<file path="src/rtl/frame_drain_ctrl.sv">
`default_nettype none
// ============================================================================
// frame_drain_ctrl : paced whole-frame FIFO reader with full/empty trigger handling
// Revision 1.0 : initial release
// ============================================================================
module frame_drain_ctrl #(
    parameter int FRAME_SIZE   = 1280,
    parameter int START_FRAMES = 3,
    parameter int RD_INTERVAL  = 2,
    parameter int DATA_W       = 32
) (
    input  logic              clk,
    input  logic              reset,
    input  logic              enable_i,
    input  logic              trigger_FIFO_full_i,
    input  logic              trigger_FIFO_empty_i,
    input  logic [20:0]       fifo_rd_data_count_i,
    input  logic              fifo_empty_i,
    input  logic [DATA_W-1:0] fifo_dout_i,
    output logic              fifo_rd_en_o,
    output logic              out_valid_o,
    output logic [DATA_W-1:0] out_data_o,
    output logic              out_sof_o,
    output logic              out_eof_o,
    output logic              catchup_o,
    output logic              underflow_o,
    output logic [15:0]       frames_read_o
);

    localparam int              WC_W          = (FRAME_SIZE > 1) ? $clog2(FRAME_SIZE) : 1;
    localparam logic [WC_W-1:0] C_LAST_WORD   = WC_W'(FRAME_SIZE - 1);
    localparam logic [3:0]      C_PACE_MAX    = 4'(RD_INTERVAL - 1);
    localparam logic [20:0]     C_START_LEVEL = 21'(FRAME_SIZE * START_FRAMES);

    typedef enum logic [1:0] {
        ST_IDLE     = 2'd0,
        ST_READ     = 2'd1,
        ST_BOUNDARY = 2'd2
    } state_t;

    state_t            state_q, state_d;
    logic [WC_W-1:0]   word_q, word_d;
    logic [3:0]        pace_q, pace_d;
    logic [15:0]       frames_q, frames_d;
    logic              underflow_q, underflow_d;
    logic              valid_q, sof_q, eof_q;
    logic              due;
    logic              rd_en;
    logic              catchup;

    always_comb begin
        state_d     = state_q;
        word_d      = word_q;
        pace_d      = pace_q;
        frames_d    = frames_q;
        underflow_d = underflow_q;
        due         = 1'b0;
        rd_en       = 1'b0;
        catchup     = 1'b0;
        case (state_q)
            ST_IDLE: begin
                if (enable_i && ((fifo_rd_data_count_i >= C_START_LEVEL) || trigger_FIFO_full_i)) begin
                    state_d = ST_READ;
                    word_d  = '0;
                    pace_d  = '0;
                end
            end
            ST_READ: begin
                // Full trigger overrides pacing; an empty FIFO always stalls the read.
                due     = trigger_FIFO_full_i || (pace_q == C_PACE_MAX);
                rd_en   = due && !fifo_empty_i;
                catchup = trigger_FIFO_full_i;
                if (due && fifo_empty_i) begin
                    underflow_d = 1'b1;
                end
                if (rd_en) begin
                    pace_d = '0;
                    if (word_q == C_LAST_WORD) begin
                        state_d = ST_BOUNDARY;
                        word_d  = '0;
                    end else begin
                        word_d = word_q + 1'b1;
                    end
                end else if (pace_q != C_PACE_MAX) begin
                    pace_d = pace_q + 4'd1;
                end
            end
            ST_BOUNDARY: begin
                frames_d = frames_q + 16'd1;
                word_d   = '0;
                pace_d   = '0;
                // The empty trigger only parks the reader between frames.
                if (!enable_i || trigger_FIFO_empty_i) begin
                    state_d = ST_IDLE;
                end else begin
                    state_d = ST_READ;
                end
            end
            default: begin
                state_d = ST_IDLE;
            end
        endcase
    end

    always_ff @(posedge clk) begin
        if (reset) begin
            state_q     <= ST_IDLE;
            word_q      <= '0;
            pace_q      <= '0;
            frames_q    <= '0;
            underflow_q <= 1'b0;
            valid_q     <= 1'b0;
            sof_q       <= 1'b0;
            eof_q       <= 1'b0;
        end else begin
            state_q     <= state_d;
            word_q      <= word_d;
            pace_q      <= pace_d;
            frames_q    <= frames_d;
            underflow_q <= underflow_d;
            valid_q     <= rd_en;
            sof_q       <= rd_en && (word_q == '0);
            eof_q       <= rd_en && (word_q == C_LAST_WORD);
        end
    end

    assign fifo_rd_en_o  = rd_en;
    assign catchup_o     = catchup;
    assign out_valid_o   = valid_q;
    assign out_sof_o     = sof_q;
    assign out_eof_o     = eof_q;
    assign out_data_o    = fifo_dout_i;
    assign underflow_o   = underflow_q;
    assign frames_read_o = frames_q;

endmodule
`default_nettype wire

</file>
<file path="config.mk">
export PLATFORM = sky130hd
export DESIGN_NAME = frame_drain_ctrl
export DESIGN_NICKNAME = d
export VERILOG_FILES = /design/src/rtl/frame_drain_ctrl.sv
export SDC_FILE = /design/constraint.sdc
export NUM_CORES = 1
export LEC_CHECK = 0
export BUFFER_PORTS_ARGS = -buffer_cell sky130_fd_sc_hd__buf_2
export CAP_MARGIN = 20
export CORE_MARGIN = 4
export CORE_UTILIZATION = 46
export CTS_CLUSTER_DIAMETER = 200
export DETAILED_ROUTE_END_ITERATION = 8
export PLACE_DENSITY = 0.8
export RECOVER_POWER = 25
export SETUP_SLACK_MARGIN = 0.05
export SYNTH_ARGS = -nofsm -noshare
export SYNTH_HDL_FRONTEND = slang
export SYNTH_SLANG_ARGS = --single-unit
</file>
<file path="constraint.sdc">
create_clock -name clk -period 2.85 [get_ports clk]
set_input_delay 0.855 -clock clk [delete_from_list [all_inputs] [get_ports clk]]
set_output_delay 0.855 -clock clk [all_outputs]
set_load 0.03 [all_outputs]
</file>
==> run_results.csv <==
group,metric,value,unit
run_status,status,"complete, no violations",
worst_setup_path,reg2reg_slack,0.65,ns
synthesis,synth-main-ff-cell,"dfxtp_1",
die,core_area,4790,um2
die,die_x,79.0,um
layout,n_antenna_cell,0,
worst_setup_path,path_class,"flip-flop to output pin",
cts,cts_resized,0,
cts,numClockSinks,37,
worst_setup_path,arrival,1.63,ns
cts,htree_levels,2,
die,rows,25,
grt,grt_max_degree,41,
die,start_util,48.4,%
cts,clk_latency,0.28,ns
worst_hold_path,hold_path_depth,2,
timing,skew,0.00345,ns
placed_design,io_buffers,40,
timing,finalSetupTns,0,ns
grt,grt-ovfl-total,0,
synthesis,async_reset_ff_share,0,%
job,cap_violations,0,
synthesis,yosysSeqAreaShare,32.0,%
worst_hold_path,min-delay-start,"underflow_o",
worst_setup_path,r2r_cells,5,
layout,drive_gt1_share,21.7,%
worst_setup_path,slowest_delay,0.33,ns
cts,cts_root_buf,"clkbuf_8",
worst_setup_path,cp-end-kind,"output pin",
timing,slew-limit-headroom,57.9,%
routing,vias_per_cell,5.50,
grt,grt_use_total,15.7,%
worst_setup_path,r2r_start,"state_q[0]",
timing,timing.final.ws_setup,0.369,ns
routing,routed_wl,4820,um
worst_setup_path,critical_path.startpoint,"pace_q[1]",
placed_design,dpl_cell_area,2360,um2
layout,final_common_cell,"dfxtp_1",
timing,drv_slew,0,
cts,cts_max_path_buffers,2,
worst_hold_path,hold_class,"flip-flop to flip-flop",
layout,area_growth,5.78,%
pwr,p_leak,0.000942,uW
worst_setup_path,critPathMaxFanout,3,
worst_setup_path,timing.critical_path.cells,"inv_1 > ha_1 > nor3b_1 > nor2_1 > nor3b_1 > buf_2",
synthesis,synth_cell_types,60,
timing,fmax,0.403,GHz
worst_hold_path,min_to,"underflow_o",
die,dieArea,6230,um2
grt,first_global_vias,1789,
routing,drc_errors,0,
timing,worstMarginPinSlew,0.626,ns
routing,first_pass_iters,4,
timing,finalCriticalPeriod,2.48,ns
synthesis,ys_ff_latch,37,
worst_setup_path,start_kind,"flip-flop",
cts,cts_buffers,5,
worst_setup_path,cpMaxStageDelayCell,"dfxtp_1",
layout,final_cell_mix,"dfxtp_1, buf_2, nor2_1",
placed_design,hpwlAfterDp,3420,um
grt,antenna_found_initial,0,
pwr,powerDensity,433,nW/um2
die,chipHeight,79.0,um
cts,cts-hold-fix-buffers,0,
layout,fin_nets,345,
cts,clk_pin_slew,0.07,ns
timing,timing.final.crit_share,87.1,%
synthesis,yosysWarningCount,0,
worst_setup_path,cp_common_cell,"nor3b_1",
timing,rsz0062_at_grt,"false",
synthesis,synth_area,2320,um2
worst_setup_path,rr_endpoint,"frames_read_o[15]",
timing,timing_hold_violations_final,0,
die,io_pins,113,
synthesis,synth_nets,334,
layout,fin_area,2450,um2
pwr,peakVddDrop,161,uV
placed_design,pre_cts_ws,0.279,ns
synthesis,synth_edf_count,0,
routing,wl_per_cell,13.8,um
synthesis,avgSynthCellArea,8.58,um2
worst_setup_path,crit_required,2.00,ns
grt,grt_pass1_wl,7940,um
placed_design,place.gp.congestion,0.826,
routing,ant_nets,0,
timing,setup_viol,0,
synthesis,netlist_instances,270,
routing,drtIter0Drc,112,
routing,vias,1914,
cts,cts_tree,"built",
cts,post_cts_buffers,0,
-- registers in the layout, indices dropped and copies added, names as in the netlist --
register       count
frames_read_o     16
word_q            11
pace_q             4
state_q            2
out_eof_o          1
out_sof_o          1
out_valid_o        1
underflow_o        1
-- stage by stage --
step / power, uW / utilization (%) / instances / hold slack, ns
4_1_cts: 1080 / 51.5 / 348 / 0.449
6_report: 1060 / 51.2 / 348 / 0.449
3_5_place_dp: 641 / 49.3 / 341 / 0.440
2_1_floorplan: 691 / - / 270 / 0.479
3_3_place_gp: 641 / 49.3 / 341 / 0.432
5_1_grt: 1110 / 51.2 / 348 / 0.476
-- cells in the mapped netlist (all sizes together) (2+ instances only) --
cell type,count,area [um2]
dfxtp,37,741
buf,36,259
nor2,23,86.3
nand2,18,67.6
nand3,13,65.1
inv,10,37.5
nand2b,9,56.3
o21ai,8,40.0
nor3,7,35.0
nor3b,7,52.6
a21oi,5,25.0
clkbuf,5,18.8
ha,5,62.6
xnor2,5,43.8
xor2,5,43.8
a31oi,4,40.0
and3,4,25.0
nor2b,4,25.0
nor4,4,25.0
or4,4,41.3
a32oi,3,26.3
and2,3,18.8
mux2,3,33.8
mux2i,3,30.0
nand4,3,18.8
nand4b,3,26.3
nor4b,3,26.3
o31ai,3,22.5
a211o,2,17.5
a211oi,2,15.0
a21boi,2,15.0
a31o,2,17.5
and4,2,17.5
o311ai,2,25.0
-- metal layers --
layer  GRT usage (%)  part of all wire (%)  up-vias
li1                -                     -      968
met1            18.1                    45      872
met2            26.8                    47       64
met3            5.10                   7.6       10
met4            6.01                   1.1        0
met5               0                     0        -
-- where the power goes --
group	switching (uW)	internal [uW]
combinational	61.8	38.5
clock	179	254
sequential	4.68	523
total	246	816
-- worst max path at each step --
stage | endpoint | slack (ns) | depth (start not counted)
after floorplan | fifo_rd_en_o | 0.36 | 2
after global placement | word_q[10] | 0.29 | 5
after detailed placement | word_q[10] | 0.28 | 5
after CTS | fifo_rd_en_o | 0.35 | 6
after global routing | fifo_rd_en_o | 0.17 | 6
final | fifo_rd_en_o | 0.37 | 6
-- worst max-delay path: cells and delay by family, from the launching register on --
kind,cells,cell delay (ns)
flip-flops,1,0.33
adder cells (fa/ha/maj),1,0.19
AND/OR/NAND/NOR,3,0.52
buffers and inverters,2,0.31
-- cell type report --
class	instances	area, um2
Clock buffer	5	68.8
Clock inverter	2	35.0
Fill cell	472	2340
Inverter	10	37.5
Multi-Input combinational cell	182	1260
Sequential cell	37	741
Tap cell	67	83.8
Timing Repair Buffer	45	224
-- logic make-up (layout without fill, tap and decap cells) --
kind of cell,Yosys count,count (layout),share of synthesized area [%]
DFF,37,37,32.0
AOI/OAI and AO/OA,46,46,16.7
adders and majority gates,5,5,2.70
muxes,6,6,2.76
xor gates and xnor gates,10,10,3.78
and+or+nand+nor,115,115,28.4
buffers and inverters,51,62,13.6
Note: power is estimated with default switching activity, not from simulation.
